--- config.mk ---
export PLATFORM = sky130hd
export DESIGN_NAME = scan_chain_sequencer
export DESIGN_NICKNAME = d
export VERILOG_FILES = /design/src/rtl/scan_chain_sequencer.sv
export SDC_FILE = /design/constraint.sdc
export NUM_CORES = 1
export LEC_CHECK = 0
export ABC_AREA = 1
export BUFFER_PORTS_ARGS = -buffer_cell sky130_fd_sc_hd__buf_2
export CORE_MARGIN = 5
export CORE_UTILIZATION = 45
export CTS_BUF_LIST = sky130_fd_sc_hd__clkbuf_4 sky130_fd_sc_hd__clkbuf_8 sky130_fd_sc_hd__clkbuf_16
export CTS_CLUSTER_SIZE = 30
export DETAILED_ROUTE_END_ITERATION = 6
export PLACE_DENSITY = 0.7
export SYNTH_ARGS = -nofsm -noshare
export SYNTH_HDL_FRONTEND = slang
export SYNTH_SLANG_ARGS = --single-unit
export TNS_END_PERCENT = 100
--- constraint.sdc ---
create_clock -name clk -period 9.16 [get_ports clk]
set_clock_uncertainty 0.2 [all_clocks]
set_input_delay 1.832 -clock clk [delete_from_list [all_inputs] [get_ports clk]]
set_output_delay 1.832 -clock clk [all_outputs]
set_load 0.01 [all_outputs]
--- src/rtl/scan_chain_sequencer.sv ---
// scan_chain_sequencer: captures all scanchain slots, shifts new inputs into one slot, extracts its outputs, latches
// Ports: clk/reset_n; go, active_select, inputs -> frame request; outputs/ready/busy -> host;
//   scan_clk_out/scan_data_out/scan_select/scan_latch_en/scan_data_in -> chain; la_* -> host override.
// Optional feature: define LA_SCAN_OVERRIDE_EN to let the host drive the chain directly while idle.
module scan_chain_sequencer #(
  parameter int NUM_DESIGNS = 250,
  parameter int NUM_IOS     = 8,
  parameter int HALF_PERIOD = 2
) (
  input  logic               clk,
  input  logic               reset_n,
  input  logic               go,
  input  logic [8:0]         active_select,
  input  logic [NUM_IOS-1:0] inputs,
  output logic [NUM_IOS-1:0] outputs,
  output logic               ready,
  output logic               busy,
  output logic               scan_clk_out,
  output logic               scan_data_out,
  output logic               scan_select,
  output logic               scan_latch_en,
  input  logic               scan_data_in,
  input  logic               la_mode,
  input  logic               la_scan_clk_in,
  input  logic               la_scan_data_in,
  input  logic               la_scan_select,
  input  logic               la_scan_latch_en,
  output logic               la_scan_data_out
);
  localparam int P  = NUM_DESIGNS * NUM_IOS;
  localparam int CW = $clog2(P + 1);
  localparam int PW = $clog2(2 * HALF_PERIOD) > 0 ? $clog2(2 * HALF_PERIOD) : 1;
  localparam int BW = NUM_IOS > 1 ? $clog2(NUM_IOS) : 1;
  typedef enum logic [2:0] {S_IDLE, S_CAPTURE, S_SHIFT, S_LATCH, S_DONE} state_t;
  state_t             r_state, w_next;
  logic [PW-1:0]      r_ph;
  logic [CW-1:0]      r_cnt;
  logic [8:0]         r_sel;
  logic [NUM_IOS-1:0] r_in, r_shadow, r_out;
  logic               w_bit_end, w_high, w_sample, w_hit, w_la_block;
  logic               w_sclk, w_sdo;
  logic [31:0]        w_u, w_base, w_off;
  logic [BW-1:0]      w_bi;
  // r_ph walks one scan bit: low phase first, then high phase
  assign w_bit_end = r_ph == PW'(2 * HALF_PERIOD - 1);
  assign w_high    = r_ph >= PW'(HALF_PERIOD);
  assign w_sample  = r_ph == PW'(HALF_PERIOD - 1);
  // Bit shifted at index t lands at chain position u = P-1-t = slot*NUM_IOS + bit
  assign w_u    = 32'(P - 1) - 32'(r_cnt);
  assign w_base = 32'(r_sel) * 32'(NUM_IOS);
  assign w_off  = w_u - w_base;
  assign w_hit  = (32'(r_sel) < 32'(NUM_DESIGNS)) && (w_u >= w_base) && (w_off < 32'(NUM_IOS));
  assign w_bi   = w_off[BW-1:0];
  assign w_sclk = (r_state == S_CAPTURE || r_state == S_SHIFT) && w_high;
  assign w_sdo  = (r_state == S_SHIFT) && w_hit && r_in[w_bi];
  assign outputs          = r_out;
  assign ready            = r_state == S_DONE;
  assign busy             = r_state == S_CAPTURE || r_state == S_SHIFT || r_state == S_LATCH;
  assign la_scan_data_out = scan_data_in;
`ifdef LA_SCAN_OVERRIDE_EN
  logic w_ovr;
  assign w_la_block    = la_mode;
  assign w_ovr         = la_mode && r_state == S_IDLE && reset_n;
  assign scan_clk_out  = w_ovr ? la_scan_clk_in   : w_sclk;
  assign scan_data_out = w_ovr ? la_scan_data_in  : w_sdo;
  assign scan_select   = w_ovr ? la_scan_select   : r_state == S_CAPTURE;
  assign scan_latch_en = w_ovr ? la_scan_latch_en : r_state == S_LATCH;
`else
  logic w_unused;
  assign w_la_block    = 1'b0;
  assign w_unused      = ^{la_mode, la_scan_clk_in, la_scan_data_in, la_scan_select, la_scan_latch_en};
  assign scan_clk_out  = w_sclk;
  assign scan_data_out = w_sdo;
  assign scan_select   = r_state == S_CAPTURE;
  assign scan_latch_en = r_state == S_LATCH;
`endif
  always_comb begin
    w_next = r_state;
    case (r_state)
      S_IDLE:    w_next = (go && !w_la_block) ? S_CAPTURE : S_IDLE;
      S_CAPTURE: w_next = w_bit_end ? S_SHIFT : S_CAPTURE;
      S_SHIFT:   w_next = (w_bit_end && r_cnt == CW'(P - 1)) ? S_LATCH : S_SHIFT;
      S_LATCH:   w_next = w_bit_end ? S_DONE : S_LATCH;
      S_DONE:    w_next = S_IDLE;
      default:   w_next = S_IDLE;
    endcase
  end
  always_ff @(posedge clk or negedge reset_n) begin
    if (!reset_n) begin
      r_state  <= S_IDLE;
      r_ph     <= '0;
      r_cnt    <= '0;
      r_sel    <= '0;
      r_in     <= '0;
      r_shadow <= '0;
      r_out    <= '0;
    end else begin
      r_state <= w_next;
      r_ph    <= (r_state == S_IDLE || w_bit_end) ? '0 : r_ph + 1'b1;
      if (r_state == S_IDLE && w_next == S_CAPTURE) begin
        r_sel    <= active_select;
        r_in     <= inputs;
        r_shadow <= '0;
        r_cnt    <= '0;
      end
      if (r_state == S_SHIFT && w_sample && w_hit) r_shadow[w_bi] <= scan_data_in;
      if (r_state == S_SHIFT && w_bit_end) r_cnt <= r_cnt + 1'b1;
      if (r_state == S_LATCH && w_bit_end) r_out <= r_shadow;
    end
  end
endmodule
### Word-level counts from Yosys, hierarchy flattened

Index checks and enable logic that the tools add are counted.

| word-level totals | value |
|---|---|
| register bits after elaboration | 49 |
| bits in latches | 0 |
| bits in writable memories | 0 |
| ROM bits | 0 |
| output and inout port bits | 15 |
| memories | 0 |

| cells by class | value |
|---|---|
| add/subtract/negate cells | 4 |
| multipliers | 0 |
| divide/modulo/power cells | 0 |
| order comparisons | 6 |
| equality and inequality tests | 8 |
| shift operators | 0 |
| muxes and demuxes | 15 |
| bitwise gates (word level) | 0 |
| reduce and logical (&&, ||, !) cells | 17 |

Operators with widths:

| operator | number |
|---|---|
| $ge 32x12->1 | 1 |
| $lt 32x4->1 const B | 1 |
| $mux 11 | 2 |
| $mux 8 | 2 |
| $sub 12x13->14 | 1 |
| $logic_and 1x1->1 | 12 |
| $pmux 3 s4 | 1 |
| $sub 11x11->12 const A | 1 |
| $add 11x1->11 const B | 1 |
| $eq 11x11->1 const B | 1 |
| $lt 9x8->1 const B | 1 |
| $bwmux 8 | 1 |
| $eq 3x1->1 const B | 2 |
| $eq 3x2->1 const B | 2 |
| $lt 3x4->1 const B | 1 |
| $mux 1 | 4 |
| $mux 2 | 2 |
| $bmux 1 s3 | 1 |
| $demux 1 s3 | 1 |
| $eq 3x3->1 const B | 1 |
| $ge 3x1->1 const B | 1 |
| $logic_not 3->1 | 1 |
| $logic_or 1x1->1 | 3 |
| $mux 3 | 1 |
| 5 further kinds | 5 |

### Depth between registers and ports, before layout

Gate-level depths: netlist of run 1.

| depth | value |
|---|---|
| depth after elaboration | 9 |
| depth in mapped cells | 20 |
| depth with buffers taken out | 19 |

### Least setup slack after synthesis of run 1

No wires, ideal clock.

| timing path | value |
|---|---|
| path kind | register -> output |
| start | reg r_cnt[4] |
| end | out scan_data_out |
| arrival | 2.346 ns |
| required time | 7.128 ns |
| path slack | 4.782 ns |
| cell stages (with the launch flop) | 13 |
| path buffers | 0 |
| cell sequence | dfrtp_1 inv_2 ha_1 nor4_1 xnor2_1 ha_1 nand2_1 inv_1 a21oi_1 nand3_1 nand2_2 nand2_1 nor3_1 |

| between the ends | value |
|---|---|
| cells in the longest elaborated chain, start to end | 6 |

RTL lines:

| what | RTL line | source |
|---|---|---|
| start, declared | 37 | `logic [CW-1:0] r_cnt;` |
| start signal, assigned | 107 | `if (r_state == S_SHIFT && w_bit_end) r_cnt <= r_cnt + 1'b1;` |
| $sub 11x11->12 (*) | 49 | `assign w_u = 32'(P - 1) - 32'(r_cnt);` |
| $sub 12x13->14 / $ge 32x12->1 (equally long branches) | 51, 52 |  |
| $lt 32x4->1 / $logic_and 1x1->1 (equally long branches) | 52 | `assign w_hit = (32'(r_sel) < 32'(NUM_DESIGNS)) && (w_u >= w_base) && (w_off < 32'(NUM_IOS));` |
| $logic_and 1x1->1 (*) | 52 |  |
| $logic_and 1x1->1 (*) (2 in series) | 55 | `assign w_sdo = (r_state == S_SHIFT) && w_hit && r_in[w_bi];` |
| end, declared | 19 | `output logic scan_data_out,` |

Every way passes the cells marked *; elsewhere a longest branch is shown, timed or not.

### Final worst setup path of run 1

Ends and elaborated chain as after synthesis.

==> results of run 1 <==
logic make-up (layout without fill, tap and decap cells):
family	after synthesis	after routing	share of synthesized area [%]
and+or+nand+nor	236	236	35.0
buffers and inverters	82	117	10.5
DFF	49	49	39.0
AOI/OAI and AO/OA	39	39	6.80
adders and majority gates	17	17	7.00
xor gates and xnor gates	6	6	1.67
cell usage after synthesis, drive strengths merged, types with 7 or more instances:
library cell  instances  area (sq um)
dfrtp                49          1230
inv                  71           267
o21ai                25           125
nor2                 30           135
ha                   16           200
nand2               140           553
a21oi                 7          38.8
nand4                14           100
nand3                35           218
nor3                 12          60.1
sequential cells by signal, indices dropped and copies added (netlist names):
name      cells
r_cnt        11
r_ph          2
r_in          8
outputs       8
r_state       3
r_shadow      8
r_sel         9
layout make-up:
| class | instances | share of cell area, % |
|---|---|---|
| clock inverter | 2 | 1.07 |
| sequential | 49 | 34.9 |
| inverter | 72 | 7.69 |
| multi-input combinational | 298 | 45.2 |
| tap | 96 | 3.42 |
| clock buffer | 6 | 2.35 |
| timing repair buffer | 37 | 5.41 |
worst min path at each step:
| stage | from | end | cells after the start |
|---|---|---|---|
| 2_1_floorplan | r_shadow[0] | outputs[0] | 2 |
| 3_3_place_gp | r_shadow[3] | outputs[3] | 2 |
| 3_5_place_dp | r_shadow[4] | outputs[4] | 2 |
| 4_1_cts | r_shadow[4] | outputs[4] | 2 |
| 5_1_grt | r_shadow[6] | outputs[6] | 2 |
| 6_report | r_shadow[4] | outputs[4] | 2 |
report_power, final:
| part | leakage, nW | internal, W | switching [W] |
|---|---|---|---|
| registers | 0.561 | 0.000216 | 0 |
| logic | 1.30 | 0.00000339 | 0.00000567 |
| clock network | 0.0574 | 0.0000888 | 0.0000718 |
critical path, cell delays in order, from the launching register on:
cell	delay, ns
dfrtp_1	0.49
inv_2	0.11
ha_1	0.28
nor4_1	0.35
xnor2_1	0.17
ha_1	0.30
nand2_1	0.14
inv_1	0.06
a21oi_1	0.18
nand3_1	0.11
nand2_2	0.10
nand2_1	0.06
nor3_1	0.23
buf_2	0.18
through the flow:
stage               total power [W]  hold WS (ns)
finish                     0.000386         0.274
global route               0.000401         0.308
CTS                        0.000390         0.280
detailed placement         0.000230         0.256
global placement           0.000230         0.252
floorplan                  0.000221         0.242
per-layer routing:
layer,part of all wire [%],track usage [%],up-vias,wire [microns]
li1,-,-,1431,-
met1,48,21.8,1257,3140
met2,46,25.6,56,3000
met3,4.3,2.65,7,279
met4,1.2,4.45,0,80
met5,0,0,-,0
==> reports/qor.txt, run 1 <==
final cell count without fillers - 560
fin crit share - 55.6%
first-pass GRT wire length - 11.2 mm
Non-Filler Cell Area, Final - 0.00352 sq mm
Avg Cell Area, Syn - 7.34 sq um
postcts setup bufs - 0
end point of the critical path - scan_data_out
Seq/Total Area, Yosys - 39.0%
r2r setup slk - 5.85 ns
Clk pin slew, worst setup/hold paths - 0.09 ns
Initial Utilization - 46.3%
GRT Util Overall - 15.8%
Hold Path Class - flop to flop
clk sinks - 49
filler instances - 663
final net count - 506
most common cell after layout, fill and taps aside - nand2_1
initial drt markers - 132
Synth Net Count - 472
DRC - 0
Most used DFF post-synth - dfrtp_1
Crit Path Class - flop to output port
CTS HTree Levels - 2
vias per cell - 4.91
status - finished clean
most frequent cells in the layout - nand2_1, inv_1, dfrtp_1
RePlAce Congestion - 0.845
vias in the first global route - 2563
post-layout min period - 5.09 ns
Tightest Pin Transition - 0.790 ns
drt pass-1 iters - 4
post-cts sizing count - 0
die area - 0.00877 sq mm
Sum Neg Setup Slack - 0 ns
Max FO, Critical Path - 6
area of the multi-input gates - 0.00159 sq mm
Routed Antenna Nets - 0
DIE HEIGHT - 93.6 microns
worst-skew pair later-pin latency - 0.30 ns
Placed Area - 0.00340 sq mm
Clock Tree Buf Depth - 2
FF+latch count, synth - 49
IO Port Bufs - 35
DP Cell Count - 552
distinct cell type count after synthesis - 37
largest net degree at the start of global routing - 50
dpl ws - 4.43 ns
DR vias - 2751
max_slew headroom - 47.3%
startpoint types - flop
FF/Latch Area - 0.00123 sq mm
Pleak - 1.91 nW
CTS buffer count - 5
Worst IR Drop VDD - 0.0751 mV
final wirelength - 6.50 mm
R2R cell count - 16
Critical R2R Capture - r_shadow[1]
Setup Viol. Count Final - 0
grt ovf - 0
fmax - 0.196 GHz
DP Wirelength - 4.95 mm
Max Slew Vio Count - 0
post-synthesis cell count - 429
CTS tree - done
final hold violation count - 0
utilization after layout - 51.7%
Ys Warns - 0
worst setup path startpoint - r_cnt[4]
max capacitance violation total - 0
hold buffers post-CTS - 0
initial antenna violation count - 0
R2R Path Start - r_cnt[4]
Die Wd - 93.6 microns
RSZ-0062 raised after global routing - no
Syn Std Cell Area - 0.00315 sq mm
synthesis-to-finish area growth - 11.7%
PnR worst setup slack - 4.07 ns
CTS Root Cell - clkbuf_8
ys async rst share - 100%
Crit. End Element - output port
antenna cells - 0
IO Count - 41
drt wl/cell - 11.6 microns
std cell rows - 30
Post-synth EDFFs - 0
core box area - 0.00679 sq mm
Crit path required time - 7.13 ns
share of layout cells above drive strength 1 - 16.6%
Worst Path Arrival - 3.06 ns
Cell Pwr Density - 110 mW/mm^2
No activity file was read; power rests on OpenSTA's default activity.
==> run 2, diff against run 1 <==
- clock period: 9.16 -> 5.33 ns (I/O delays scaled with it)
==> reports/qor.txt, run 2 (synthesis results as in run 1) <==
worst-skew pair later-pin latency - 0.31 ns (about the same)
worst-path cell chain - inv_2 > ha_1 > nor4_1 > xnor2_1 > ha_1 > nand2_1 > inv_1 > a21oi_1 > nand3_1 > nand2_2 > nand2_1 > nor3_1 > buf_2
Routed Antenna Nets - 0 (unchanged)
GRT Util Overall - 15.5% (-0.26 points)
Max Slew Vio Count - 0 (unchanged)
share of layout cells above drive strength 1 - 16.6% (unchanged)
clk sinks - 49 (unchanged)
Crit path required time - 4.06 ns (-3.07 ns)
initial antenna violation count - 0 (unchanged)
Critical path buffers and inverters - 3 (unchanged)
hold buffers post-CTS - 0 (unchanged)
most common cell after layout, fill and taps aside - nand2_1
Clock Tree Buf Depth - 2 (unchanged)
antenna cells - 0 (unchanged)
RePlAce Congestion - 0.847 (+0.22%)
dpl ws - 1.44 ns (-3.00 ns)
Pleak - 1.91 nW (-0.16%)
DR vias - 2659 (-3.3%)
PnR worst setup slack - 1.10 ns (-2.97 ns)
max capacitance violation total - 0 (unchanged)
startpoint types - flop
final hold violation count - 0 (unchanged)
final net count - 506 (unchanged)
drt pass-1 iters - 4 (unchanged)
Crit Path Class - flop to output port
fmax - 0.237 GHz
first-pass GRT wire length - 11.1 mm (-1.7%)
CTS tree - done
Top reg by flops - r_cnt
Hold Path Class - flop to flop
status - finished clean
CP top delay family - simple AND/OR/NAND/NOR gates
slowest stage delay, CP - 0.49 ns (about the same)
Sum Neg Setup Slack - 0 ns (unchanged)
biggest regs - r_cnt x11, r_sel x9
critical path's slowest cell - dfrtp_1
Max FO, Critical Path - 6 (unchanged)
initial drt markers - 113 (-14%)
CTS Root Cell - clkbuf_8
r2r setup slk - 2.12 ns (-3.73 ns)
CTS buffer count - 5 (unchanged)
DP Wirelength - 4.89 mm (-1.2%)
Tightest Pin Transition - 0.788 ns (-0.00163 ns)
RSZ-0062 raised after global routing - no
largest net degree at the start of global routing - 50 (unchanged)
R2R Path Start - r_cnt[4]
std cell rows - 30 (unchanged)
Clk pin slew, worst setup/hold paths - 0.10 ns (about the same)
hold wc startpoint - outputs[4]
utilization after layout - 51.7% (-0.074 points)
IO Port Bufs - 35 (unchanged)
post-cts sizing count - 0 (unchanged)
postcts setup bufs - 0 (unchanged)
Worst IR Drop VDD - 0.115 mV (+53%)
DRC - 0 (unchanged)
vias in the first global route - 2544 (-0.74%)
synthesis-to-finish area growth - 11.6%
drt wl/cell - 11.3 microns (-2.3%)
DIE HEIGHT - 93.6 microns (unchanged)
IO Count - 41 (unchanged)
Total Power - 0.000658 W (+71%)
Initial Utilization - 46.3% (unchanged)
post-layout min period - 4.23 ns
max_slew headroom - 47.4% (+0.11 points)
filler instances - 685 (+3.3%)
grt ovf - 0 (unchanged)
vias per cell - 4.75 (-3.3%)
worst setup path startpoint - r_cnt[4]
fin crit share - 79.3%
core box area - 0.00679 sq mm (unchanged)
max reg flops - 11 (unchanged)
final wirelength - 6.36 mm (-2.3%)
Die Wd - 93.6 microns (unchanged)
Worst Path Arrival - 2.96 ns (-0.10 ns)
Cell Pwr Density - 188 mW/mm^2 (+71%)
Setup Viol. Count Final - 0 (unchanged)
most frequent cells in the layout - nand2_1, inv_1, dfrtp_1
Crit. End Element - output port
CTS HTree Levels - 2 (unchanged)
die area - 0.00877 sq mm (unchanged)
-- run 2: worst reg2reg max path: cells and delay by family (launching register included) --
family	cells	cell delay [ns]
AO/OA/AOI/OAI	1	0.17
adder cells (fa/ha/maj)	2	0.57
AND/OR/NAND/NOR	8	1.32
flip-flops	1	0.49
XOR/XNOR	1	0.17
buffers and inverters	3	0.21
-- run 2: cell type report --
type | instances | area [sq um] | area share (%)
clock inverters | 3 | 46.3 | 1.32
clock buffers | 5 | 68.8 | 1.96
well taps | 96 | 120 | 3.42
multi-input cells | 298 | 1590 | 45.3
flip-flops and latches | 49 | 1230 | 34.9
inverters | 72 | 270 | 7.70
repair buffers | 37 | 190 | 5.42
-- run 2: stage by stage --
| stage | std cells | hold slack [ns] | area [sq um] |
|---|---|---|---|
| finish | 560 | 0.279 | 3510 |
| global route | 560 | 0.303 | 3510 |
| CTS | 560 | 0.280 | 3510 |
| detailed placement | 552 | 0.254 | 3400 |
| global placement | 552 | 0.252 | 3400 |
| floorplan | 429 | 0.242 | 3150 |
-- run 2: worst paths after layout --
| kind | endpoint | cells past startpoint |
|---|---|---|
| min reg2reg | outputs[4] | 2 |
| min in group asynchronous | r_sel[4] | 2 |
| min | outputs[4] | 2 |
| max | scan_data_out | 13 |
| max reg2reg | r_shadow[2] | 15 |
| max in group asynchronous | r_cnt[8] | 2 |
-- run 2: where the power goes --
part	total (W)	switching [W]	internal, W
clock network	0.000272	0.000131	0.000141
logic	0.0000154	0.00000957	0.00000581
registers	0.000371	0	0.000371
total	0.000658	0.000141	0.000518
-- run 2: metal layers --
layer,up-vias,routed length (microns),track usage (%)
met4,0,82,4.57
li1,1429,-,-
met3,4,236,3.14
met5,-,0,0
met2,41,2900,25.6
met1,1185,3140,20.7
==> run 3, diff against run 2 <==
- clock period: 5.33 -> 4.4 ns (I/O delays scaled with it)
==> reports/qor.txt, run 3 (synthesis results as in run 1) <==
initial drt markers - 120 (+6.2%)
clk sinks - 49 (unchanged)
final wirelength - 6.29 mm (-0.99%)
grt ovf - 0 (unchanged)
worst-skew pair later-pin latency - 0.31 ns (about the same)
die area - 0.00877 sq mm (unchanged)
Hold Path Class - primary input to asynchronous set/reset pin
Critical R2R Capture - r_shadow[2]
vias per cell - 4.76 (+0.23%)
Clock Power Share - 37.4% (-3.8 points)
CP top delay family - simple AND/OR/NAND/NOR gates
GRT Util Overall - 15.1% (-0.44 points)
share of layout cells above drive strength 1 - 16.6% (unchanged)
fmax - 0.248 GHz
Clk pin slew, worst setup/hold paths - 0.09 ns (about the same)
fin crit share - 91.8%
vias in the first global route - 2472 (-2.8%)
worst-path cell chain - inv_2 > ha_1 > nor4_1 > xnor2_1 > ha_1 > nand2_1 > inv_1 > a21oi_1 > nand3_1 > nand2_2 > nand2_1 > nor3_1 > buf_2
startpoint types - flop
Initial Utilization - 46.3% (unchanged)
Worst IR Drop VDD - 0.140 mV (+22%)
end point of the critical path - scan_data_out
Worst Path Arrival - 2.96 ns (about the same)
DRC - 0 (unchanged)
Die Wd - 93.6 microns (unchanged)
post-cts sizing count - 0 (unchanged)
slowest stage delay, CP - 0.47 ns (-0.02 ns)
Placed Area - 0.00340 sq mm (unchanged)
CTS Root Cell - clkbuf_8
IO Count - 41 (unchanged)
RSZ-0062 raised after global routing - no
drt pass-1 iters - 4 (unchanged)
Clock Tree Buf Depth - 2 (unchanged)
CTS tree - done
biggest regs - r_cnt x11, r_sel x9
antenna cells - 0 (unchanged)
Logic pwr share - 2.5% (+0.2 points)
switching share of power - 23.5% (+2.2 points)
max_slew headroom - 46.7% (-0.69 points)
Crit Path Class - flop to output port
Non-Filler Cell Area, Final - 0.00349 sq mm (-0.57%)
critical path's slowest cell - dfrtp_1
synthesis-to-finish area growth - 10.9%
RePlAce Congestion - 0.830 (-2.0%)
postcts setup bufs - 0 (unchanged)
Crit path required time - 3.32 ns (-0.74 ns)
worst setup path startpoint - r_cnt[4]
first-pass GRT wire length - 10.8 mm (-2.2%)
Pleak - 1.90 nW (-0.63%)
DP Wirelength - 4.87 mm (-0.49%)
max reg flops - 11 (unchanged)
core box area - 0.00679 sq mm (unchanged)
Max FO, Critical Path - 6 (unchanged)
most frequent cells in the layout - nand2_1, inv_1, dfrtp_1
stages on the worst setup path - 13 (unchanged)
Max Slew Vio Count - 0 (unchanged)
Routed Antenna Nets - 0 (unchanged)
drt wl/cell - 11.2 microns (-0.99%)
IO Port Bufs - 35 (unchanged)
Cell Pwr Density - 215 mW/mm^2 (+14%)
Top reg by flops - r_cnt
DIE HEIGHT - 93.6 microns (unchanged)
R2R Path Start - r_cnt[4]
hold buffers post-CTS - 0 (unchanged)
DR vias - 2665 (+0.23%)
CTS HTree Levels - 2 (unchanged)
status - finished clean
r2r setup slk - 1.23 ns (-0.89 ns)
R2R cell count - 15 (unchanged)
final net count - 506 (unchanged)
post-layout min period - 4.04 ns
internal power - 0.000573 W (+11%)
sw power - 0.000176 W (+25%)
std cell rows - 30 (unchanged)
initial antenna violation count - 0 (unchanged)
CTS buffer count - 5 (unchanged)
largest net degree at the start of global routing - 46 (-8.0%)
sequential power share - 60.1% (+3.7 points)
most common cell after layout, fill and taps aside - nand2_1
Tightest Pin Transition - 0.799 ns (+0.0104 ns)
Setup Viol. Count Final - 0 (unchanged)
final hold violation count - 0 (unchanged)
max capacitance violation total - 0 (unchanged)
Sum Neg Setup Slack - 0 ns (unchanged)
Critical path buffers and inverters - 3 (unchanged)
Crit. End Element - output port
[run 3: cell types whose count changed in the layout (fill, tap and decap cells not counted), sizes merged]
cell / before / now
bufinv: 1 / 0
clkinv: 2 / 1
clkinvlp: 1 / 2
inv: 71 / 72
[run 3: per-layer routing]
layer	part of all wire, %	track usage [%]	vias to the layer above
met3	4.1	2.09	6
met4	1.1	4.09	0
met2	44	24.5	66
met1	51	21.2	1163
met5	0	0	-
li1	-	-	1430
[run 3: per-stage QoR]
stage | utilization, % | cells | setup WS, ns | hold slack [ns] | power (W)
6_report | 51.4 | 560 | 0.362 | 0.170 | 0.000749
5_1_grt | 51.4 | 560 | 0.0853 | 0.165 | 0.000778
4_1_cts | 51.4 | 560 | 0.330 | 0.163 | 0.000761
3_5_place_dp | 50.0 | 552 | 0.673 | 0.253 | 0.000479
3_3_place_gp | 50.0 | 552 | 0.748 | 0.252 | 0.000478
2_1_floorplan | - | 429 | 0.974 | 0.242 | 0.000461
[run 3: layout make-up]
class | count | area (sq um)
fillers | 664 | 3300
multi-input cells | 298 | 1590
flip-flops and latches | 49 | 1230
inverters | 72 | 270
repair buffers | 37 | 190
well taps | 96 | 120
clock buffers | 5 | 68.8
clock inverters | 3 | 26.3
[run 3: power groups by stage]
stage                     clock network [W]  registers [W]   logic (W)
final                              0.000280       0.000450   0.0000189
after detailed placement                  0       0.000459   0.0000198
after global routing               0.000306       0.000450   0.0000224
after floorplan                           0       0.000459  0.00000174
after CTS                          0.000291       0.000450   0.0000198
after global placement                    0       0.000459   0.0000195
[run 3: worst min path at each step]
stage | cells past startpoint | to
after CTS | 1 | r_sel[4]
after detailed placement | 2 | outputs[0]
after global routing | 1 | r_sel[4]
after global placement | 2 | outputs[3]
after floorplan | 2 | outputs[0]
final | 1 | r_sel[4]
